## src/rtl/parallel_window_buf.sv

```systemverilog
`default_nettype none
// =============================================================================
// parallel_window_buf : beat-in / sliding-window / slice-out buffer for the PE array.
// Optional feature macro: PARALLEL_RANGE_CHECK_EN (out-of-range read detection).
// Revision: 1.0
// =============================================================================
module parallel_window_buf #(
  parameter int WORD_WIDTH  = 24,
  parameter int IN_WORDS    = 3,
  parameter int WIN_WORDS   = 18,
  parameter int OUT_WORDS   = 3,
  parameter int INDEX_WIDTH = 5
) (
  input  logic                            clk,
  input  logic                            reset,
  input  logic                            mode,
  input  logic                            in_valid,
  output logic                            in_ready,
  input  logic [IN_WORDS*WORD_WIDTH-1:0]  in_data,
  input  logic                            rd_req,
  output logic                            rd_ready,
  input  logic [INDEX_WIDTH-1:0]          wei_index,
  input  logic                            reused,
  input  logic                            row_done,
  input  logic                            frame_done,
  output logic                            out_valid,
  input  logic                            out_ready,
  output logic [OUT_WORDS*WORD_WIDTH-1:0] out_data,
  output logic [INDEX_WIDTH-1:0]          base_index,
  output logic [INDEX_WIDTH-1:0]          fill_count,
  output logic                            range_err
);

  typedef enum logic [1:0] {
    ST_EMPTY = 2'd0,
    ST_FILL  = 2'd1,
    ST_FULL  = 2'd2,
    ST_SLIDE = 2'd3
  } state_t;

  localparam int OFF_W = INDEX_WIDTH + 1;
  localparam int AW    = (WIN_WORDS > 1) ? $clog2(WIN_WORDS) : 1;

  state_t                          state_q, state_d;
  logic [WORD_WIDTH-1:0]           win_q [WIN_WORDS];
  logic [WORD_WIDTH-1:0]           win_d [WIN_WORDS];
  logic [INDEX_WIDTH-1:0]          base_q, base_d;
  logic [INDEX_WIDTH-1:0]          fill_q, fill_d;
  logic                            out_valid_q, out_valid_d;
  logic [OUT_WORDS*WORD_WIDTH-1:0] out_data_q, out_data_d;
  logic                            range_err_q, range_err_d;

  logic                            out_free;
  logic                            pass_mode;
  logic                            beat_acc;
  logic                            rd_acc;
  logic [INDEX_WIDTH-1:0]          base_sel;
  logic [INDEX_WIDTH-1:0]          rd_off;
  logic                            slice_oob;
  logic [OUT_WORDS*WORD_WIDTH-1:0] slice;
  logic [OUT_WORDS*WORD_WIDTH-1:0] pass_data;
  logic [OFF_W-1:0]                fill_sum;
  logic [OFF_W-1:0]                base_sum;

  assign out_free  = !out_valid_q || out_ready;
  assign pass_mode = (state_q == ST_EMPTY) && !mode;
  assign base_sel  = reused ? base_q : '0;
  assign fill_sum  = {1'b0, fill_q} + OFF_W'(IN_WORDS);
  assign base_sum  = {1'b0, base_q} + OFF_W'(IN_WORDS);

`ifdef PARALLEL_RANGE_CHECK_EN
  logic [OFF_W-1:0] offset_full;
  assign offset_full = {1'b0, wei_index} + {1'b0, base_sel};
  assign rd_off      = offset_full[INDEX_WIDTH-1:0];
  assign slice_oob   = ({1'b0, offset_full} + (OFF_W+1)'(OUT_WORDS)) > (OFF_W+1)'(WIN_WORDS);
`else
  assign rd_off      = wei_index + base_sel;
  assign slice_oob   = 1'b0;
`endif

  // Words past the top of the window read as zero.
  for (genvar k = 0; k < OUT_WORDS; k++) begin : g_slice
    logic [OFF_W-1:0] idx;
    assign idx = {1'b0, rd_off} + OFF_W'(k);
    assign slice[k*WORD_WIDTH +: WORD_WIDTH] =
      (idx < OFF_W'(WIN_WORDS)) ? win_q[idx[AW-1:0]] : '0;
  end

  if (IN_WORDS >= OUT_WORDS) begin : g_pass_trunc
    assign pass_data = in_data[OUT_WORDS*WORD_WIDTH-1:0];
  end else begin : g_pass_zext
    assign pass_data = {{((OUT_WORDS-IN_WORDS)*WORD_WIDTH){1'b0}}, in_data};
  end

  always_comb begin
    in_ready = 1'b0;
    case (state_q)
      ST_EMPTY:          in_ready = mode ? 1'b1 : out_free;
      ST_FILL, ST_SLIDE: in_ready = 1'b1;
      default:           in_ready = 1'b0;
    endcase
    // A flush wins over a beat arriving in the same cycle.
    if (frame_done || !reset) begin
      in_ready = 1'b0;
    end
  end

  assign rd_ready = (state_q == ST_FULL) && out_free;
  assign beat_acc = in_valid && in_ready;
  assign rd_acc   = rd_req && rd_ready;

  always_comb begin
    state_d     = state_q;
    fill_d      = fill_q;
    base_d      = base_q;
    win_d       = win_q;
    out_valid_d = out_valid_q;
    out_data_d  = out_data_q;
    range_err_d = range_err_q;

    if (rd_acc) begin
      out_valid_d = 1'b1;
      out_data_d  = slice_oob ? '0 : slice;
      range_err_d = range_err_q || slice_oob;
    end else if (beat_acc && pass_mode) begin
      out_valid_d = 1'b1;
      out_data_d  = pass_data;
    end else if (out_ready) begin
      out_valid_d = 1'b0;
    end

    if (beat_acc && !pass_mode) begin
      for (int i = 0; i < WIN_WORDS - IN_WORDS; i++) begin
        win_d[i] = win_q[i + IN_WORDS];
      end
      for (int k = 0; k < IN_WORDS; k++) begin
        win_d[WIN_WORDS - IN_WORDS + k] = in_data[k*WORD_WIDTH +: WORD_WIDTH];
      end
      fill_d = (fill_sum >= OFF_W'(WIN_WORDS)) ? INDEX_WIDTH'(WIN_WORDS)
                                               : fill_sum[INDEX_WIDTH-1:0];
    end

    case (state_q)
      ST_EMPTY: begin
        if (beat_acc && mode) begin
          state_d = (fill_sum >= OFF_W'(WIN_WORDS)) ? ST_FULL : ST_FILL;
        end
      end
      ST_FILL: begin
        if (beat_acc && (fill_sum >= OFF_W'(WIN_WORDS))) begin
          state_d = ST_FULL;
        end
      end
      ST_FULL: begin
        if (row_done) begin
          if (!reused) begin
            state_d = ST_SLIDE;
          end else begin
            base_d = (base_sum >= OFF_W'(WIN_WORDS)) ? '0 : base_sum[INDEX_WIDTH-1:0];
          end
        end
      end
      ST_SLIDE: begin
        if (beat_acc) begin
          state_d = ST_FULL;
        end
      end
      default: state_d = ST_EMPTY;
    endcase

    if (frame_done) begin
      state_d     = ST_EMPTY;
      fill_d      = '0;
      base_d      = '0;
      range_err_d = 1'b0;
    end
  end

  always_ff @(posedge clk or negedge reset) begin
    if (!reset) begin
      state_q     <= ST_EMPTY;
      fill_q      <= '0;
      base_q      <= '0;
      out_valid_q <= 1'b0;
      out_data_q  <= '0;
      range_err_q <= 1'b0;
      for (int i = 0; i < WIN_WORDS; i++) begin
        win_q[i] <= '0;
      end
    end else begin
      state_q     <= state_d;
      fill_q      <= fill_d;
      base_q      <= base_d;
      out_valid_q <= out_valid_d;
      out_data_q  <= out_data_d;
      range_err_q <= range_err_d;
      for (int i = 0; i < WIN_WORDS; i++) begin
        win_q[i] <= win_d[i];
      end
    end
  end

  assign out_valid  = out_valid_q;
  assign out_data   = out_data_q;
  assign base_index = base_q;
  assign fill_count = fill_q;
  assign range_err  = range_err_q;

endmodule
`default_nettype wire

```

## config.mk

```make
export PLATFORM = sky130hd
export DESIGN_NAME = parallel_window_buf
export DESIGN_NICKNAME = d
export VERILOG_FILES = /design/src/rtl/parallel_window_buf.sv
export SDC_FILE = /design/constraint.sdc
export NUM_CORES = 2
export LEC_CHECK = 0
export CORE_MARGIN = 2
export CORE_UTILIZATION = 43
export CTS_CLUSTER_DIAMETER = 30
export DETAILED_ROUTE_END_ITERATION = 8
export PLACE_DENSITY = 0.63
export SETUP_SLACK_MARGIN = 0.05
export SLEW_MARGIN = 20
export SYNTH_ARGS = -nofsm -noshare
export SYNTH_HDL_FRONTEND = slang
export SYNTH_SLANG_ARGS = --single-unit
```

## constraint.sdc

```tcl
create_clock -name clk -period 6.92 [get_ports clk]
set_clock_uncertainty 0.05 [all_clocks]
set_input_delay 1.384 -clock clk [delete_from_list [all_inputs] [get_ports clk]]
set_output_delay 1.384 -clock clk [all_outputs]
set_load 0.02 [all_outputs]
```

==> impl_metrics.env <==
export IMPL_syn_nets=3270
export IMPL_place_inst=4081
export IMPL_post_dp_hpwl_um=60100
export IMPL_dr_max_layer_used="met5"
export IMPL_ys_warn_count=0
export IMPL_crit_arrival_ns=5.65
export IMPL_cts_resized=0
export IMPL_fin_cells=4298
export IMPL_routed_wl_met3_um=7750
export IMPL_syn_area_um2=30500
export IMPL_netlist_instances=3172
export IMPL_path_common_cell="ha_4"
export IMPL_hold_path_class="reg2reg"
export IMPL_hold_viol=0
export IMPL_worst_slew_pin_slew_ns=1.09
export IMPL_cts_buffer_depth=3
export IMPL_grt_pass1_wl_um=153000
export IMPL_yosysTopAreaCell="dfrtp_1"
export IMPL_drc=0
export IMPL_max_stage_delay_ns=1.07
export IMPL_ant_nets=0
export IMPL_path_buf_inv=3
export IMPL_fin_util_pct=52.9
export IMPL_criticalPathCategory="in2reg"
export IMPL_dpl_cell_area_um2=33000
export IMPL_ys_seq_area_share_pct=42.4
export IMPL_status="finished, final reports clean"
export IMPL_ys_top_cells_by_count="nand2_1 (1,431), dfrtp_1 (517), mux4_2 (289), clkbuf_1 (156), o21ai_0 (111)"
export IMPL_total_leakage_power_nw=17.2
export IMPL_crit_path_max_fanout=58
export IMPL_gp_congestion=0.854
export IMPL_hold_path_cell_count=1
export IMPL_cap_violations=0
export IMPL_htreeDepth=3
export IMPL_row_count=97
export IMPL_wl_met1_um=42100
export IMPL_dr_first_iter_drc_count=2677
export IMPL_synth_area_leaders="dfrtp_1 (42%), mux4_2 (21%), nand2_1 (18%)"
export IMPL_area_growth_pct=21.6
export IMPL_finalInstanceArea_um2=37100
export IMPL_synth_seq_cells=517
export IMPL_synth_most_common_cell="nand2_1"
export IMPL_via_per_inst=5.96
export IMPL_cts_clk_slew_worst_paths_ns=0.04
export IMPL_holdBufCountCts=0
export IMPL_cts_buffers=117
export IMPL_setup_tns_ns=0
export IMPL_rsz0062_at_grt="no"
export IMPL_ys_flop_type="dfrtp_1"
export IMPL_avgRoutedWirePerCell_um=22.7
export IMPL_cpMaxStageDelayCell="ha_4"
export IMPL_relSlewSlack_pct=27.5
export IMPL_setup_violations=0
export IMPL_die_h_um=270
export IMPL_die_w_um=270
export IMPL_vias=25600
export IMPL_start_util_pct=43.5
export IMPL_cts_root_buf="clkbuf_16"
export IMPL_grt_usage_pct=26.7
export IMPL_cp_start_kind="input port"
export IMPL_wl_um=97700
export IMPL_nets=3358
export IMPL_portBuffers=170
export IMPL_async_flop_share_pct=100
export IMPL_drive_gt1_share_pct=17.3
export IMPL_post_cts_buffers=0
export IMPL_cts_tree="done"
export IMPL_cts_sinks=517
export IMPL_power_density_nw_per_um2=373
export IMPL_overflow=0
export IMPL_min_period_over_period_pct=74.7
export IMPL_core_area_um2=70100
export IMPL_peakVddDrop_v=0.000205
export IMPL_dr_wl_met2_um=44000
export IMPL_critPathCaptureType="flop"
export IMPL_firstDrtPassIters=5
export IMPL_ios=172
export IMPL_antenna_found_initial=4
export IMPL_dieArea_um2=73100
export IMPL_netlist_area_leader_share_pct=42.4
export IMPL_dp_slack_ns=1.08
export IMPL_yosysUniqueCellTypes=59
export IMPL_worstSkewPairLatency_ns=0.65
export IMPL_synth_edf_count=0
export IMPL_critical_path_depth=12
export IMPL_setup_ws_ns=1.75
export IMPL_crit_family="adder cells"
export IMPL_fmax_mhz=193
export IMPL_grt_pass1_vias=24700
export IMPL_r2r_cells=11
export IMPL_crit_chain="clkdlybuf4s50_1, inv_1, nor2_1, ha_4, fa_4, ha_4, buf_4, mux4_2, nand2_1, and3_1, a311oi_1, o22a_1"
export IMPL_grt_max_degree=219
export IMPL_synth_avg_cell_area_um2=9.62
export IMPL_cp_required_ns=7.39
export IMPL_post_route_min_period_ns=5.17
export IMPL_maxSlewViolCount=0
## registers in the layout (all words and copies together) (netlist names)
| signal | flops |
|---|---|
| base_index | 5 |
| state_q | 2 |
| out_data | 72 |
| fill_count | 5 |
| out_valid | 1 |
| win_q | 432 |
## layout make-up
class                      count  area, µm²
sequential                   517      12900
multi-input combinational   2393      16600
timing repair buffer         218       2180
fill                        6171      33000
tap                          940       1180
clock inverter                52        774
clock buffer                 163       3340
inverter                      13       48.8
antenna                        2       5.00
## layer usage
layer  up-vias  track usage, %
met5         -               0
met4         6            11.0
met3       240            5.40
met2      1104            39.4
met1     13000            38.8
li1      11200               -
## report_power, final
part	switching [mW]	internal (mW)	total [mW]
clock	1.74	4.02	5.76
sequential	1.12	3.89	5.01
combinational	1.41	1.67	3.07
total	4.27	9.58	13.8
## worst paths after layout
check                              start           end  slack [ns]
max                               reused  out_data[26]        1.75
min                         out_data[43]  out_data[43]        0.46
max reg2reg                base_index[0]  out_data[26]        2.61
min reg2reg                 out_data[43]  out_data[43]        0.46
max in group asynchronous          reset    win_q[416]        4.10
min in group asynchronous          reset     win_q[95]        0.63
## through the flow
stage                     power [mW]  hold WS (ns)
after floorplan                 6.80         0.425
after global placement          7.97         0.447
after detailed placement        8.05         0.457
after CTS                       13.9         0.467
after global routing            14.5         0.487
final                           13.8         0.461
## cells by family after synthesis
group | synth area share, %
compound gates | 6.83
fa+ha+maj | 0.517
flops | 42.4
xor+xnor | 0.476
buf+inv | 3.62
simple gates | 20.8
other cells | 0.0123
mux | 25.3
## placed cells by master, fill, tap and decap left out, types with 19 or more instances in the layout
cell type | Yosys | layout
nand2_1 | 1431 | 1428
dfrtp_1 | 517 | 517
mux4_2 | 289 | 289
clkdlybuf4s50_1 | 0 | 169
clkbuf_16 | 0 | 119
o21ai_0 | 111 | 111
mux2i_1 | 96 | 96
nor2_1 | 91 | 89
a21oi_1 | 54 | 54
buf_4 | 11 | 39
and3_1 | 28 | 28
nor3_1 | 28 | 28
nand3_1 | 27 | 27
a311oi_1 | 25 | 25
o211ai_1 | 24 | 24
o22a_1 | 24 | 24
clkbuf_1 | 156 | 24
mux2_2 | 23 | 23
o221ai_1 | 23 | 23
o22ai_1 | 22 | 22
o21ai_1 | 22 | 20
clkinv_2 | 0 | 20
clkbuf_8 | 0 | 20
bufinv_16 | 0 | 19
## worst register-to-register path: stages (launching register included)
cell      delay, ns
dfrtp_1        0.45
inv_1          0.11
nor2_1         0.17
ha_4           0.18
fa_4           0.75
ha_4           1.08
buf_4          0.38
mux4_2         0.53
nand2_1        0.08
and3_1         0.16
a311oi_1       0.05
o22a_1         0.22
Note: power is estimated with default switching activity, not from simulation.
